`src/rtl/hex_scan_driver.sv`:
```
// Eight-digit multiplexed hex display scanner with a double-buffered value register.
// New writes wait in a pending buffer and only reach the display at a frame boundary.
module hex_scan_driver #(
  parameter int unsigned SCAN_DIV = 50000
) (
  input  logic        i_clk,
  input  logic        i_reset,
  input  logic        i_wr_en,
  input  logic [31:0] i_wr_data,
  input  logic [3:0]  i_wr_be,
  input  logic        i_lz_en,
  output logic        o_wr_ready,
  output logic [31:0] o_value,
  output logic [3:0]  o_nibble,
  output logic [7:0]  o_digit_an,
  output logic        o_blank
);

  localparam int CW = (SCAN_DIV > 1) ? $clog2(SCAN_DIV) : 1;
  localparam logic [CW-1:0] CNT_MAX = CW'(SCAN_DIV - 1);

  logic [CW-1:0] count;
  logic [2:0]    idx, idx_nxt;
  logic [31:0]   disp_reg, pending, disp_nxt, pend_nxt;
  logic          pend_valid, lz_q, pv_nxt, lz_nxt;
  logic          tick, frame_end, wr_acc;

  function automatic logic [31:0] merge_bytes(input logic [31:0] base,
                                              input logic [31:0] data,
                                              input logic [3:0]  be);
    logic [31:0] r;
    r = base;
    for (int b = 0; b < 4; b++)
      if (be[b]) r[8*b +: 8] = data[8*b +: 8];
    return r;
  endfunction

  function automatic logic [3:0] digit_of(input logic [31:0] v, input logic [2:0] k);
    return v[4*k +: 4];
  endfunction

  function automatic logic blank_of(input logic [31:0] v, input logic [2:0] k,
                                    input logic lz);
    logic [31:0] upper;
    upper = v >> {k, 2'b00};
    return lz && (k != 3'd0) && (upper == 32'd0);
  endfunction

  // Next-state: a boundary clear of pend_valid wins over a write accepted in the same cycle.
  always_comb begin
    tick      = (count == CNT_MAX);
    frame_end = tick && (idx == 3'd7);
    wr_acc    = i_wr_en && !pend_valid;
    pend_nxt  = wr_acc ? merge_bytes(disp_reg, i_wr_data, i_wr_be) : pending;
    pv_nxt    = pend_valid | wr_acc;
    disp_nxt  = disp_reg;
    lz_nxt    = lz_q;
    if (frame_end) begin
      if (pend_valid) disp_nxt = pending;
      pv_nxt = 1'b0;
      lz_nxt = i_lz_en;
    end
    idx_nxt = tick ? idx + 3'd1 : idx;
  end

  // Outputs are registered from next-state so they always track the current state.
  always_ff @(posedge i_clk) begin
    if (i_reset) begin
      count      <= '0;
      idx        <= 3'd0;
      disp_reg   <= 32'd0;
      pending    <= 32'd0;
      pend_valid <= 1'b0;
      lz_q       <= 1'b0;
      o_wr_ready <= 1'b1;
      o_value    <= 32'd0;
      o_nibble   <= 4'd0;
      o_digit_an <= 8'hFE;
      o_blank    <= 1'b0;
    end else begin
      count      <= tick ? '0 : count + CW'(1);
      idx        <= idx_nxt;
      disp_reg   <= disp_nxt;
      pending    <= pend_nxt;
      pend_valid <= pv_nxt;
      lz_q       <= lz_nxt;
      o_wr_ready <= ~pv_nxt;
      o_value    <= disp_nxt;
      o_nibble   <= digit_of(disp_nxt, idx_nxt);
      o_digit_an <= ~(8'h01 << idx_nxt);
      o_blank    <= blank_of(disp_nxt, idx_nxt, lz_nxt);
    end
  end

endmodule

```
`config.mk`:
```
export PLATFORM = sky130hd
export DESIGN_NAME = hex_scan_driver
export DESIGN_NICKNAME = d
export VERILOG_FILES = /design/src/rtl/hex_scan_driver.sv
export SDC_FILE = /design/constraint.sdc
export NUM_CORES = 1
export LEC_CHECK = 0
export CAP_MARGIN = 20
export CORE_ASPECT_RATIO = 1.25
export CORE_MARGIN = 4
export CORE_UTILIZATION = 54
export DETAILED_ROUTE_END_ITERATION = 10
export GPL_ROUTABILITY_DRIVEN = 0
export HOLD_SLACK_MARGIN = 0.08
export PLACE_DENSITY = 0.83
export SKIP_CTS_REPAIR_TIMING = 1
export SYNTH_ARGS = -nofsm -noshare
export SYNTH_HDL_FRONTEND = slang
export SYNTH_SLANG_ARGS = --single-unit
```
`constraint.sdc`:
```
create_clock -name i_clk -period 3.1 [get_ports i_clk]
set_input_delay 0.465 -clock i_clk [delete_from_list [all_inputs] [get_ports i_clk]]
set_output_delay 0.465 -clock i_clk [all_outputs]
set_load 0.05 [all_outputs]
```
==> impl_metrics.ini, run 1 <==
[status]
status = complete, no violations

[final_layout]
fin_cells = 835
mostFrequentLayoutCell = dfxtp_1
fin_area_um2 = 6506
drive_gt1_share_pct = 8.745
diodes = 0
finalNetCount = 747
utilization_pct = 67.71
area_growth_pct = 23.14
mostFrequentLayoutCells = 99 x dfxtp_1, 92 x nand2_1, 85 x nor2_1

[critical_path]
reg2reg_depth = 9
path_delay_family = simple AND/OR/NAND/NOR gates
path_buf_inv = 1
worstPathMaxFanout = 34
timing.rr.start = count[0]
crit_chain = ha_1, and3_1, and4_1, buf_12, mux2i_4, nand2_1, o221ai_1, o2111ai_1, nor3_1
cp_data_arrival_time_ns = 3.10
rrSetupSlack_ns = 0.27
path_depth = 9
worstPathRequired_ns = 3.37
critical_path_class = register to register
critPathLaunch = count[0]
startpoint_type = register
worstSetupEndpointType = register
reg2reg_to = o_blank
slowest_stage = mux2i_4
crit_end = o_blank
max_stage_delay_ns = 0.45

[sta]
maxSlewHeadroom_pct = 34.76
hold_viol_final = 0
tns_ns = 0
rsz0062_at_grt = no
fin_ws_ns = 0.2691
drv_slew = 0
fmax_ghz = 0.3532
skew_ns = 0.007351
setup_viol = 0
worst_pin_slew_ns = 0.9786
finalCritPeriodShare_pct = 91.32
whs_ns = 0.4616
period_minus_slack_ns = 2.831

[yosys]
synth_seq_cells = 99
synth_nets = 680
yosys_warnings = 0
synth_edf_count = 0
avgSynthCellArea_um2 = 8.295
ys_seq_area_share_pct = 37.51
netlist_instances = 637
synth_ff_type = dfxtp_1
syn_area_um2 = 5284
synth_cell_type_count = 62
ys_async_sr_fraction_pct = 0

[routing]
viasPerCell = 6.200
remaining_drc_errors = 0
drt-pass1-iter-count = 5
routed_wirelength_um = 14770
first_iter_violations = 401
ant_nets = 0
num_vias = 5177
wl_per_cell_um = 17.69

[place]
place_ws_ns = 0.4023
place_area_um2 = 6218
hpwl_um = 10620
numPortBuffers = 85
dp_cells = 819

[global_route]
antenna_found_initial = 0
grt_first_pass_wirelength_um = 24270
grt_usage_pct = 26.61
grt-ovfl-total = 0
grt_pass1_vias = 5068
grt_max_degree = 54

[die]
core_um2 = 9609
floorplan.initialDensity_pct = 54.99
die_height_um = 118.6
fp.dieW_um = 96.48
rows = 40
ios = 86
die_area_um2 = 11440

[worst_hold_path]
worstHoldStart = count[0]
hold_class = register to register

[flow_run]
maxCapViolCount = 0

[clock_tree]
h-tree-depth = 3
clock-sinks = 99
clkTransAtPathRegs_ns = 0.06
cts_root_buf = clkbuf_16
cts_buffer_depth = 2
clock_latency_ns = 0.35
numCtsBuffers = 9
cts_tree = done

[power_and_ir_drop]
power.total_mw = 2.633
peakVddDrop_mv = 0.2668
p_per_area_nw_per_um2 = 404.6
power.leakage_nw = 2.335
Yosys cell counts (3+ instances only):
cell	instances	share of area, %
or4_1	5	0.71
xnor2_1	7	1.2
mux2_2	7	1.5
o31ai_1	3	0.43
a31oi_1	3	0.36
nand2_1	92	6.5
buf_4	4	0.57
nand4_1	5	0.59
a21oi_1	40	3.8
buf_1	9	0.64
o211ai_1	7	0.99
nand3_1	24	2.3
dfxtp_1	99	38
and3_1	5	0.59
a211oi_1	35	5.0
or3_1	3	0.36
nor2_1	86	6.1
o2111ai_1	3	0.50
mux4_2	4	1.7
o22ai_1	3	0.36
ha_1	3	0.71
nor3_1	22	2.1
xor2_1	8	1.3
nor4_1	9	1.1
buf_2	9	0.85
o21ai_0	17	1.6
inv_1	6	0.43
mux2i_1	48	9.1
clkbuf_1	23	1.6
o221ai_1	8	1.3
kinds of logic (layout without fill, tap and decap cells):
family | after synthesis | count (layout) | share of synthesized area [%]
simple gates | 268 | 268 | 23.59
compound gates | 137 | 137 | 17.57
flops | 99 | 99 | 37.51
mux | 62 | 62 | 13.43
buf+inv | 53 | 125 | 4.712
xor+xnor | 15 | 15 | 2.486
fa+ha+maj | 3 | 3 | 0.7105
final cells by class:
class	count	area (um^2)
timing repair buffer	103	993.5
clock inverter	4	51.30
fill	776	3103
tap	126	157.7
sequential	99	1982
multi-input combinational	485	3063
inverter	6	22.52
clock buffer	12	236.5
how the worst min path moves through the flow:
stage	endpoint	cells past startpoint
finish	count[0]	1
global route	count[0]	1
CTS	count[0]	1
detailed placement	count[0]	1
global placement	count[0]	1
floorplan	count[0]	1
routing by layer:
metal | up-vias | share of wire [%] | global-route usage, %
met5 | - | 0 | 0
met1 | 2425 | 39 | 33.09
met3 | 60 | 7.2 | 5.411
li1 | 2437 | - | -
met2 | 255 | 50 | 42.49
met4 | 0 | 4.3 | 14.12
power by group:
part	internal, mW	switching, mW
combinational	0.0984	0.0926
sequential	1.31	0.0440
clock	0.626	0.462
total	2.03	0.598
Power figures use the tool's default switching activity.
==> run 2, diff against run 1 <==
Settings changed: SLEW_MARGIN set to 20.
==> results of run 2 <==
The final DEF is identical to that of run 1; final timing and power are the same.
